`src/rtl/led_scan_ctrl_pkg.sv`:
```
// Shared definitions for the LED matrix scan controller.
// Holds the scan FSM state encoding, the default matrix geometry, the row/column
// word types and the "all LEDs off" drive levels (rows active-high, columns
// active-low).
package led_pkg;

    localparam int LED_ROWS  = 8;
    localparam int LED_COLS  = 8;
    localparam int ROW_IDX_W = $clog2(LED_ROWS);

    typedef logic [LED_ROWS-1:0]  row_t;
    typedef logic [LED_COLS-1:0]  col_t;
    typedef logic [ROW_IDX_W-1:0] ridx_t;

    localparam row_t LED_ROW_OFF = '0;
    localparam col_t LED_COL_OFF = '1;

    typedef enum logic [1:0] {
        ST_IDLE,
        ST_BLANK,
        ST_ON
    } scan_state_t;

    function automatic int max2(input int a, input int b);
        return (a > b) ? a : b;
    endfunction

endpackage

```
`src/rtl/led_scan_ctrl_if.sv`:
```
// CPU/matrix-side signal bundle of the LED scan controller.
//   enable      : scanning runs while high
//   wr_en/addr/data : row write into the back bank (bit=1 means LED on)
//   swap_req/ack: level request / one-cycle acknowledge of a bank swap
//   led_row     : one-hot row drive, active-high
//   led_col     : column drive, active-low
//   row_idx     : row currently lit or about to be lit
//   frame_start : pulse when row 0 of a frame lights
// master = CPU/bench side, slave = controller side.
interface led_scan_ctrl_if;
    import led_pkg::*;

    logic  enable;
    logic  wr_en;
    ridx_t wr_addr;
    col_t  wr_data;
    logic  swap_req;
    logic  swap_ack;
    row_t  led_row;
    col_t  led_col;
    ridx_t row_idx;
    logic  frame_start;

    modport master (
        output enable, wr_en, wr_addr, wr_data, swap_req,
        input  swap_ack, led_row, led_col, row_idx, frame_start
    );

    modport slave (
        input  enable, wr_en, wr_addr, wr_data, swap_req,
        output swap_ack, led_row, led_col, row_idx, frame_start
    );

endinterface

```
`src/rtl/led_scan_ctrl_frame_buf.sv`:
```
// Double-buffered frame store for the LED matrix.
//   clk, reset_n : clock, async active-low reset (clears both banks, front=0)
//   flip_i       : swap front and back banks on this edge
//   wr_en_i, wr_addr_i, wr_data_i : write port into the back bank
//   rd_addr_i, rd_data_o          : combinational read of the front bank
module led_frame_buf
    import led_pkg::*;
#(
    parameter int ROWS = LED_ROWS,
    parameter int COLS = LED_COLS
) (
    input  logic                    clk,
    input  logic                    reset_n,
    input  logic                    flip_i,
    input  logic                    wr_en_i,
    input  logic [$clog2(ROWS)-1:0] wr_addr_i,
    input  logic [COLS-1:0]         wr_data_i,
    input  logic [$clog2(ROWS)-1:0] rd_addr_i,
    output logic [COLS-1:0]         rd_data_o
);

    logic            front_q;
    logic [COLS-1:0] mem_q [2][ROWS];

    // The write bank is taken from front_q before this edge's flip, so a write
    // that coincides with a swap lands in the bank that becomes visible.
    always_ff @(posedge clk or negedge reset_n) begin
        if (!reset_n) begin
            front_q <= 1'b0;
            for (int b = 0; b < 2; b++) begin
                for (int r = 0; r < ROWS; r++) begin
                    mem_q[b][r] <= '0;
                end
            end
        end else begin
            if (wr_en_i) begin
                mem_q[~front_q][wr_addr_i] <= wr_data_i;
            end
            if (flip_i) begin
                front_q <= ~front_q;
            end
        end
    end

    assign rd_data_o = mem_q[front_q][rd_addr_i];

endmodule

```
`src/rtl/led_scan_ctrl.sv`:
```
// Row-scanning refresh controller for an LED matrix with a double-buffered
// frame store. Each row is preceded by BLANK dark cycles and then lit for
// DWELL cycles; bank swaps are only taken at a frame boundary or while idle.
//   clk, reset_n : clock, async active-low reset (outputs blank at once)
//   bus          : led_scan_ctrl_if.slave (write port, swap handshake,
//                  row/column drive, row index, frame_start)
module led_scan_ctrl
    import led_pkg::*;
#(
    parameter int ROWS  = LED_ROWS,
    parameter int COLS  = LED_COLS,
    parameter int DWELL = 1000,
    parameter int BLANK = 16
) (
    input  logic           clk,
    input  logic           reset_n,
    led_scan_ctrl_if.slave bus
);

    localparam int               CNT_W      = max2(1, $clog2(max2(DWELL, BLANK)));
    localparam logic [CNT_W-1:0] DWELL_LAST = CNT_W'(DWELL - 1);
    localparam logic [CNT_W-1:0] BLANK_LAST = CNT_W'(BLANK - 1);
    localparam ridx_t            ROW_LAST   = ridx_t'(ROWS - 1);

    scan_state_t      state_q;
    logic [CNT_W-1:0] cnt_q;
    ridx_t            row_idx_q;
    row_t             led_row_q;
    col_t             led_col_q;
    logic             swap_ack_q;
    logic             frame_start_q;

    logic             frame_end;
    logic             swap_d;
    col_t             front_row;

    // Last ON cycle of the last row; a disable on that edge takes priority.
    assign frame_end = (state_q == ST_ON) && bus.enable &&
                       (cnt_q == DWELL_LAST) && (row_idx_q == ROW_LAST);

    // The ack cycle masks the request so a requester that drops swap_req one
    // cycle after seeing the ack does not trigger a second flip while idle.
    assign swap_d = bus.swap_req && !swap_ack_q &&
                    ((state_q == ST_IDLE) || frame_end);

    led_frame_buf #(
        .ROWS (ROWS),
        .COLS (COLS)
    ) u_frame_buf (
        .clk       (clk),
        .reset_n   (reset_n),
        .flip_i    (swap_d),
        .wr_en_i   (bus.wr_en),
        .wr_addr_i (bus.wr_addr),
        .wr_data_i (bus.wr_data),
        .rd_addr_i (row_idx_q),
        .rd_data_o (front_row)
    );

    always_ff @(posedge clk or negedge reset_n) begin
        if (!reset_n) begin
            state_q       <= ST_IDLE;
            cnt_q         <= '0;
            row_idx_q     <= '0;
            led_row_q     <= LED_ROW_OFF;
            led_col_q     <= LED_COL_OFF;
            swap_ack_q    <= 1'b0;
            frame_start_q <= 1'b0;
        end else begin
            swap_ack_q    <= swap_d;
            frame_start_q <= 1'b0;
            case (state_q)
                ST_IDLE: begin
                    cnt_q     <= '0;
                    row_idx_q <= '0;
                    led_row_q <= LED_ROW_OFF;
                    led_col_q <= LED_COL_OFF;
                    if (bus.enable) begin
                        state_q <= ST_BLANK;
                    end
                end
                ST_BLANK: begin
                    if (!bus.enable) begin
                        state_q   <= ST_IDLE;
                        cnt_q     <= '0;
                        row_idx_q <= '0;
                        led_row_q <= LED_ROW_OFF;
                        led_col_q <= LED_COL_OFF;
                    end else if (cnt_q == BLANK_LAST) begin
                        // Latch the row pattern here so later writes never
                        // disturb the row while it is lit.
                        state_q       <= ST_ON;
                        cnt_q         <= '0;
                        led_row_q     <= row_t'(1) << row_idx_q;
                        led_col_q     <= ~front_row;
                        frame_start_q <= (row_idx_q == '0);
                    end else begin
                        cnt_q <= cnt_q + CNT_W'(1);
                    end
                end
                ST_ON: begin
                    if (!bus.enable) begin
                        state_q   <= ST_IDLE;
                        cnt_q     <= '0;
                        row_idx_q <= '0;
                        led_row_q <= LED_ROW_OFF;
                        led_col_q <= LED_COL_OFF;
                    end else if (cnt_q == DWELL_LAST) begin
                        state_q   <= ST_BLANK;
                        cnt_q     <= '0;
                        led_row_q <= LED_ROW_OFF;
                        led_col_q <= LED_COL_OFF;
                        row_idx_q <= (row_idx_q == ROW_LAST) ? '0 : row_idx_q + ridx_t'(1);
                    end else begin
                        cnt_q <= cnt_q + CNT_W'(1);
                    end
                end
                default: begin
                    state_q   <= ST_IDLE;
                    cnt_q     <= '0;
                    row_idx_q <= '0;
                    led_row_q <= LED_ROW_OFF;
                    led_col_q <= LED_COL_OFF;
                end
            endcase
        end
    end

    assign bus.swap_ack    = swap_ack_q;
    assign bus.led_row     = led_row_q;
    assign bus.led_col     = led_col_q;
    assign bus.row_idx     = row_idx_q;
    assign bus.frame_start = frame_start_q;

endmodule

```
`src/flat_wrapper.sv`:
```
// flat-port wrapper written by rule: the top's interface ports become plain ports
module led_scan_ctrl_flat import led_pkg::*;
#(
    parameter int ROWS  = LED_ROWS,
    parameter int COLS  = LED_COLS,
    parameter int DWELL = 1000,
    parameter int BLANK = 16
)
  (clk, reset_n, bus_enable, bus_wr_en, bus_wr_addr, bus_wr_data, bus_swap_req, bus_swap_ack, bus_led_row, bus_led_col, bus_row_idx, bus_frame_start);
  led_scan_ctrl_if bus_i ();
  input  logic clk;
  input  logic reset_n;
  input wire logic [$bits(bus_i.enable)-1:0] bus_enable;
  input wire logic [$bits(bus_i.wr_en)-1:0] bus_wr_en;
  input wire logic [$bits(bus_i.wr_addr)-1:0] bus_wr_addr;
  input wire logic [$bits(bus_i.wr_data)-1:0] bus_wr_data;
  input wire logic [$bits(bus_i.swap_req)-1:0] bus_swap_req;
  output wire logic [$bits(bus_i.swap_ack)-1:0] bus_swap_ack;
  output wire logic [$bits(bus_i.led_row)-1:0] bus_led_row;
  output wire logic [$bits(bus_i.led_col)-1:0] bus_led_col;
  output wire logic [$bits(bus_i.row_idx)-1:0] bus_row_idx;
  output wire logic [$bits(bus_i.frame_start)-1:0] bus_frame_start;
  assign bus_i.enable = bus_enable;
  assign bus_i.wr_en = bus_wr_en;
  assign bus_i.wr_addr = bus_wr_addr;
  assign bus_i.wr_data = bus_wr_data;
  assign bus_i.swap_req = bus_swap_req;
  assign bus_swap_ack = bus_i.swap_ack;
  assign bus_led_row = bus_i.led_row;
  assign bus_led_col = bus_i.led_col;
  assign bus_row_idx = bus_i.row_idx;
  assign bus_frame_start = bus_i.frame_start;
  led_scan_ctrl #(.ROWS(ROWS), .COLS(COLS), .DWELL(DWELL), .BLANK(BLANK)) u_core (.clk(clk), .reset_n(reset_n), .bus(bus_i));
endmodule
```
`config.mk`:
```
export PLATFORM = sky130hd
export DESIGN_NAME = led_scan_ctrl_flat
export DESIGN_NICKNAME = d
export VERILOG_FILES = /design/src/rtl/led_scan_ctrl_pkg.sv /design/src/rtl/led_scan_ctrl_if.sv /design/src/rtl/led_scan_ctrl_frame_buf.sv /design/src/rtl/led_scan_ctrl.sv /design/src/flat_wrapper.sv
export SDC_FILE = /design/constraint.sdc
export NUM_CORES = 1
export LEC_CHECK = 0
export ABC_CLOCK_PERIOD_IN_PS = 5300
export BUFFER_PORTS_ARGS = -buffer_cell sky130_fd_sc_hd__buf_2
export CORE_MARGIN = 2
export CORE_UTILIZATION = 30
export CTS_CLUSTER_SIZE = 16
export DETAILED_ROUTE_END_ITERATION = 8
export SYNTH_ARGS = -nofsm -noshare
export SYNTH_HDL_FRONTEND = slang
export SYNTH_SLANG_ARGS = --single-unit
```
`constraint.sdc`:
```
create_clock -name clk -period 5.3 [get_ports clk]
set_clock_uncertainty 0.2 [all_clocks]
set_input_delay 0.53 -clock clk [delete_from_list [all_inputs] [get_ports clk]]
set_output_delay 0.53 -clock clk [all_outputs]
set_load 0.005 [all_outputs]
```
==> results.toml, run 1 <==
[routing]
wire_per_inst_um = 18.96
firstDrtPassIters = 4
viasPerCell = 5.008
initialDrtViolationCount = 282
drc = 0
vias = 4357
antenna_left = 0
drt_wl_total_mm = 16.49

[sta]
min_period_ps = 2676
rsz0062_at_grt = "no"
hold_violations = 0
setup_viol = 0
maxClockFrequency_mhz = 373.7
timing.final.crit_share_pct = 50.49
timing.final.ws_setup_ps = 2624
setup_tns_ps = 0
slew_viol_final = 0
fin_hold_ws_ps = 205.8
worst_pin_slew_ps = 886.4
slew-limit-headroom_pct = 40.91

[final_layout]
final_nets = 559
final_cells = 870
syn2layout_area_growth_pct = 15.21
nFillCells = 2357
fin_area_mm2 = 0.008519
layout-drive-gt1-share_pct = 46.79

[clock_network]
cts_resized = 0
clock_latency_ps = 420
clk_pin_slew_ps = 60
clock-root-buffer = "clkbuf_16"
max-clock-path-buffers = 2
htree_levels = 4
clock_sinks = 162
postCtsSetupBuffers = 0
cts-buffers-inserted = 17
cts_tree = "yes"

[pwr]
seqPwrFrac_pct = 45.0
swShare_pct = 26.90
power_density_mw_per_mm2 = 526.8
clkPwrFrac_pct = 28.6
internal_power_mw = 3.280
vdd_drop_max_mv = 0.2362
p_sw_mw = 1.207
p_leak_nw = 3.549
p_comb_share_pct = 26.4

[global_route]
antenna_found_initial = 2
grt_pass1_wl_mm = 26.13
grt_pass1_vias = 4642
grt_usage_pct = 13.22
grt_max_degree = 65
grt-ovfl-total = 0

[logic_synthesis]
synth_most_common_cell = "dfrtp_1"
async_reset_ff_share_pct = 100.0
ys_warn_count = 0
synth_seq_area_share_pct = 54.96
synthesis.area_mm2 = 0.007395
syn-mean-instance-area_um2 = 14.76
ys_top_cells_by_area = "dfrtp_1 52%, mux2_2 20%, mux4_2 9.7%"
synthCells = 501
synth_top_area_share_pct = 52.12
synth_enable_flop_cells = 0
syn_nets = 528
synthFlopType = "dfrtp_1"
synthTopCellsByCount = "154 x dfrtp_1, 131 x mux2_2, 32 x mux4_2, 19 x clkbuf_1, 17 x nor2_1"
ys_ff_latch = 162
synth_cell_type_count = 45
synth_top_area_cell = "dfrtp_1"

[worst_setup_path]
crit_path_end_kind = "output pin"
path_class = "reg -> out"
crit_fanout = 19
critPathArrivalTime_ps = 1950
cp-start-kind = "register"
critPathRequiredTime_ps = 4570

[placement]
portBuffers = 36
place_ws_ps = 2576
post-place-cells = 836
dp_hpwl_mm = 10.96
gp_congestion = 0.7539
place_area_mm2 = 0.007895

[die]
die_h_um = 161
die_width_um = 161
core_area_mm2 = 0.02425
initial_core_util_pct = 30.50
core.rowCount = 57
die_area_mm2 = 0.02592
io_pins = 37

[outcome]
status = "completed"

[flow_run]
drv_cap = 0

[worst_hold_path]
hp-class = "in -> reg"
==> state kept, by name, indices dropped and copies added, names as in the netlist, 2 cells and up <==
name,cells
u_core.bus.led_row,8
u_core.state_q,2
u_core.bus.row_idx,3
u_core.bus.led_col,8
u_core.cnt_q,10
u_core.u_frame_buf.mem_q,128
==> stage by stage <==
stage          power (mW)  utilization [%]
4_1_cts             4.518            35.12
3_3_place_gp        3.159            32.56
3_5_place_dp        3.234            32.56
5_1_grt             4.715            35.12
2_1_floorplan       2.902                -
6_report            4.488            35.13
==> critical path, stage by stage (launching register included) <==
cell and delay, ps:
dfrtp_1 920, buf_4 430, buf_2 170
==> final timing paths <==
| kind | from | to | slack [ps] | depth (start not counted) |
|---|---|---|---|---|
| max in group asynchronous | reset_n | u_core.u_frame_buf.mem_q[23] | 3240 | 3 |
| hold / removal | bus_swap_req | u_core.bus.swap_ack | 210 | 3 |
| min in group asynchronous | reset_n | u_core.cnt_q[0] | 430 | 2 |
| setup reg to reg | u_core.u_frame_buf.front_q | u_core.u_frame_buf.mem_q[97] | 2650 | 4 |
| setup / recovery | u_core.bus.row_idx[1] | bus_row_idx[1] | 2620 | 2 |
| hold reg to reg | u_core.cnt_q[0] | u_core.cnt_q[0] | 260 | 1 |
==> per-layer routing <==
layer | global-route usage (%) | share of wire, %
met4 | 5.195 | 1.8
met1 | 16.33 | 43
met2 | 22.51 | 51
met3 | 3.082 | 4.1
met5 | 0 | 0.097
==> power by group through the flow <==
| stage | clock (mW) | combinational, mW | sequential, mW |
|---|---|---|---|
| 2_1_floorplan | 0 | 0.995 | 1.91 |
| 3_3_place_gp | 0 | 1.15 | 2.01 |
| 3_5_place_dp | 0 | 1.19 | 2.04 |
| 4_1_cts | 1.30 | 1.20 | 2.02 |
| 5_1_grt | 1.35 | 1.28 | 2.08 |
| 6_report | 1.28 | 1.18 | 2.02 |
==> cell type report <==
class	count	area, um2	share of cell area (%)
clock buffer	22	454.2	5.331
sequential	162	4065	47.72
timing repair buffer	41	226.5	2.658
antenna	1	2.502	0.02937
multi-input combinational	303	3182	37.35
inverter	7	26.28	0.3084
clock inverter	10	157.7	1.850
tap	324	405.4	4.758
==> cell usage in the layout (no fill, tap or decap), drive strengths merged, types with 2 or more instances in the layout <==
master      n
dfrtp     154
mux2      131
buf        40
mux4       32
nor2       27
clkbuf     22
nand2      16
a22oi      16
ha         11
a2bb2oi     8
dfstp       8
inv         7
nand3       5
xnor2       5
nor3        5
and3        4
xor2        4
nand2b      4
a32o        4
bufinv      4
nand3b      3
or3         3
clkinv      3
clkinvlp    3
and2        2
nand4       2
a21oi       2
nor2b       2
a22o        2
a31oi       2
nor4        2
o21ai       2
==> cells by family after synthesis <==
kind of cell             Yosys count  synth area share [%]
multiplexers                     164                 29.83
adder cells (fa/ha/maj)           11                 1.861
XOR/XNOR                           9                 1.066
AO/OA/AOI/OAI                     40                 4.450
AND/OR/NAND/NOR                   79                 5.821
buffers and inverters             36                 2.014
flip-flops                       162                 54.96
==> timing repair <==
item	in CTS	in global routing
hold buffers	1	0
hold endpoints to repair	46	0
endpoints found under the setup margin	0	0
Note: power is estimated with default switching activity, not from simulation.
==> run 2: changes to the inputs <==
--- a/config.mk
+++ b/config.mk
@@ -5,7 +5,7 @@
 export SDC_FILE = /design/constraint.sdc
 export NUM_CORES = 1
 export LEC_CHECK = 0
-export ABC_CLOCK_PERIOD_IN_PS = 5300
+export ABC_CLOCK_PERIOD_IN_PS = 2800
 export BUFFER_PORTS_ARGS = -buffer_cell sky130_fd_sc_hd__buf_2
 export CORE_MARGIN = 2
 export CORE_UTILIZATION = 30
==> constraint.sdc (replaced) <==
create_clock -name clk -period 2.8 [get_ports clk]
set_clock_uncertainty 0.2 [all_clocks]
set_input_delay 0.28 -clock clk [delete_from_list [all_inputs] [get_ports clk]]
set_output_delay 0.28 -clock clk [all_outputs]
set_load 0.005 [all_outputs]
==> results.toml, run 2 (synthesis results as in run 1) <==
[worst_setup_path]
crit_fanout = 20
critPathArrivalTime_ps = 2410
slowest_delay_ps = 660
path_class = "reg -> reg"
crit_path_end_kind = "register"
cp_cell_sequence = "buf_12 -> nand2b_1 -> nor2_2 -> mux2_2"
critPathRequiredTime_ps = 2900
worst_path_max_delay_cell = "dfrtp_2"
cp-start-kind = "register"

[die]
die_area_mm2 = 0.02592
initial_core_util_pct = 30.50
io_pins = 37
core_area_mm2 = 0.02425
core.rowCount = 57
die_h_um = 161
die_width_um = 161

[clock_network]
clock_sinks = 162
htree_levels = 4
cts-buffers-inserted = 17
postCtsSetupBuffers = 0
clk_pin_slew_ps = 60
clock_latency_ps = 420
clock-root-buffer = "clkbuf_16"
cts_tree = "yes"
max-clock-path-buffers = 2

[pwr]
p_comb_share_pct = 27.3
internal_power_mw = 6.182
power_density_mw_per_mm2 = 983.9
clkPwrFrac_pct = 27.5
p_leak_nw = 3.594
p_sw_mw = 2.283
vdd_drop_max_mv = 0.5398
swShare_pct = 26.97
seqPwrFrac_pct = 45.3

[sta]
hold_violations = 0
worst_pin_slew_ps = 727.3
min_period_ps = 2309
timing.final.crit_share_pct = 82.48
slew-limit-headroom_pct = 51.41
slew_viol_final = 0
setup_viol = 0
maxClockFrequency_mhz = 433.0
rsz0062_at_grt = "no"
fin_hold_ws_ps = 42.04
setup_tns_ps = 0

[flow_run]
drv_cap = 0

[routing]
viasPerCell = 4.895
vias = 4283
firstDrtPassIters = 4
drc = 0
drt_wl_total_mm = 16.35
initialDrtViolationCount = 296
wire_per_inst_um = 18.69
antenna_left = 0

[final_layout]
layout-drive-gt1-share_pct = 47.73
largest_register_ffs = 128
fin_area_mm2 = 0.008603
diodes = 0
top_register = "u_core.u_frame_buf.mem_q"
nFillCells = 2313
final_nets = 565
reg_top3 = "u_core.u_frame_buf.mem_q (128), u_core.cnt_q (10)"
layout_commonest_cell = "dfrtp_1"
syn2layout_area_growth_pct = 16.35
layout_common_cells = "153 x dfrtp_1, 131 x mux2_2, 35 x buf_2"

[worst_hold_path]
hp-class = "in -> reg"

[global_route]
antenna_found_initial = 0
grt_usage_pct = 13.31
grt-ovfl-total = 0
grt_max_degree = 61
grt_pass1_vias = 4721
grt_pass1_wl_mm = 26.55

[outcome]
status = "completed"

[placement]
gp_congestion = 0.7750
portBuffers = 36
place_area_mm2 = 0.007983
dp_hpwl_mm = 11.57
-- run 2: changes by cell type in the layout (fill, tap and decap cells not counted), sizes merged --
cell,before,now
buf,40,45
bufinv,4,2
clkbuf,22,23
clkinv,3,4
diode,1,0
dlygate4sd3,1,2
-- run 2: metrics by stage --
stage                     cells  setup slack, ps  utilization (%)  power, mW
after CTS                   875            439.2            35.48      8.552
after global routing        875            348.1            35.48      8.925
after floorplan             501            831.3                -      5.494
after detailed placement    841            453.2            32.92      6.205
final                       875            490.7            35.48      8.465
after global placement      841            484.2            32.92      6.046
-- run 2: power by group through the flow --
stage               registers (mW)  clock network, mW  logic [mW]
finish                        3.83               2.33        2.31
detailed placement            3.88                  0        2.33
floorplan                     3.61                  0        1.88
CTS                           3.84               2.38        2.34
global placement              3.81                  0        2.24
global route                  3.96               2.47        2.49
-- run 2: final timing paths --
| kind | to | cells past startpoint | slack [ps] | from |
|---|---|---|---|---|
| min in group asynchronous | u_core.cnt_q[2] | 2 | 190 | reset_n |
| worst min register to register | u_core.cnt_q[0] | 1 | 270 | u_core.cnt_q[0] |
| worst max register to register | u_core.u_frame_buf.mem_q[94] | 4 | 490 | u_core.u_frame_buf.front_q |
| worst min-delay path | u_core.state_q[0] | 3 | 40 | bus_enable |
| max in group asynchronous | u_core.bus.led_col[6] | 3 | 1400 | reset_n |
| worst max-delay path | u_core.u_frame_buf.mem_q[94] | 4 | 490 | u_core.u_frame_buf.front_q |
-- run 2: final cells by class --
class | count | area (um2) | area share (%)
Clock inverter | 9 | 102.6 | 1.193
Multi-Input combinational cell | 303 | 3182 | 36.98
Inverter | 7 | 26.28 | 0.3054
Sequential cell | 162 | 4065 | 47.25
Clock buffer | 23 | 498.0 | 5.788
Timing Repair Buffer | 47 | 324.1 | 3.767
Tap cell | 324 | 405.4 | 4.712
-- run 2: layer usage --
metal	global-route usage [%]	wire, um	vias up
met5	0	0	-
met4	4.424	283	0
met3	3.878	751	21
met2	21.75	8118	80
met1	17.06	7201	2245
li1	-	-	1937
-- run 2: critical path, delay by kind of cell, from the launching register on --
family,cells,cell delay (ps)
flip-flops,1,660
AND/OR/NAND/NOR,2,660
multiplexers,1,410
buffers and inverters,1,240
-- run 2: what timing repair did --
item	CTS	global route
hold endpoints to repair	54	0
resized for setup	0	0
hold buffers	2	0
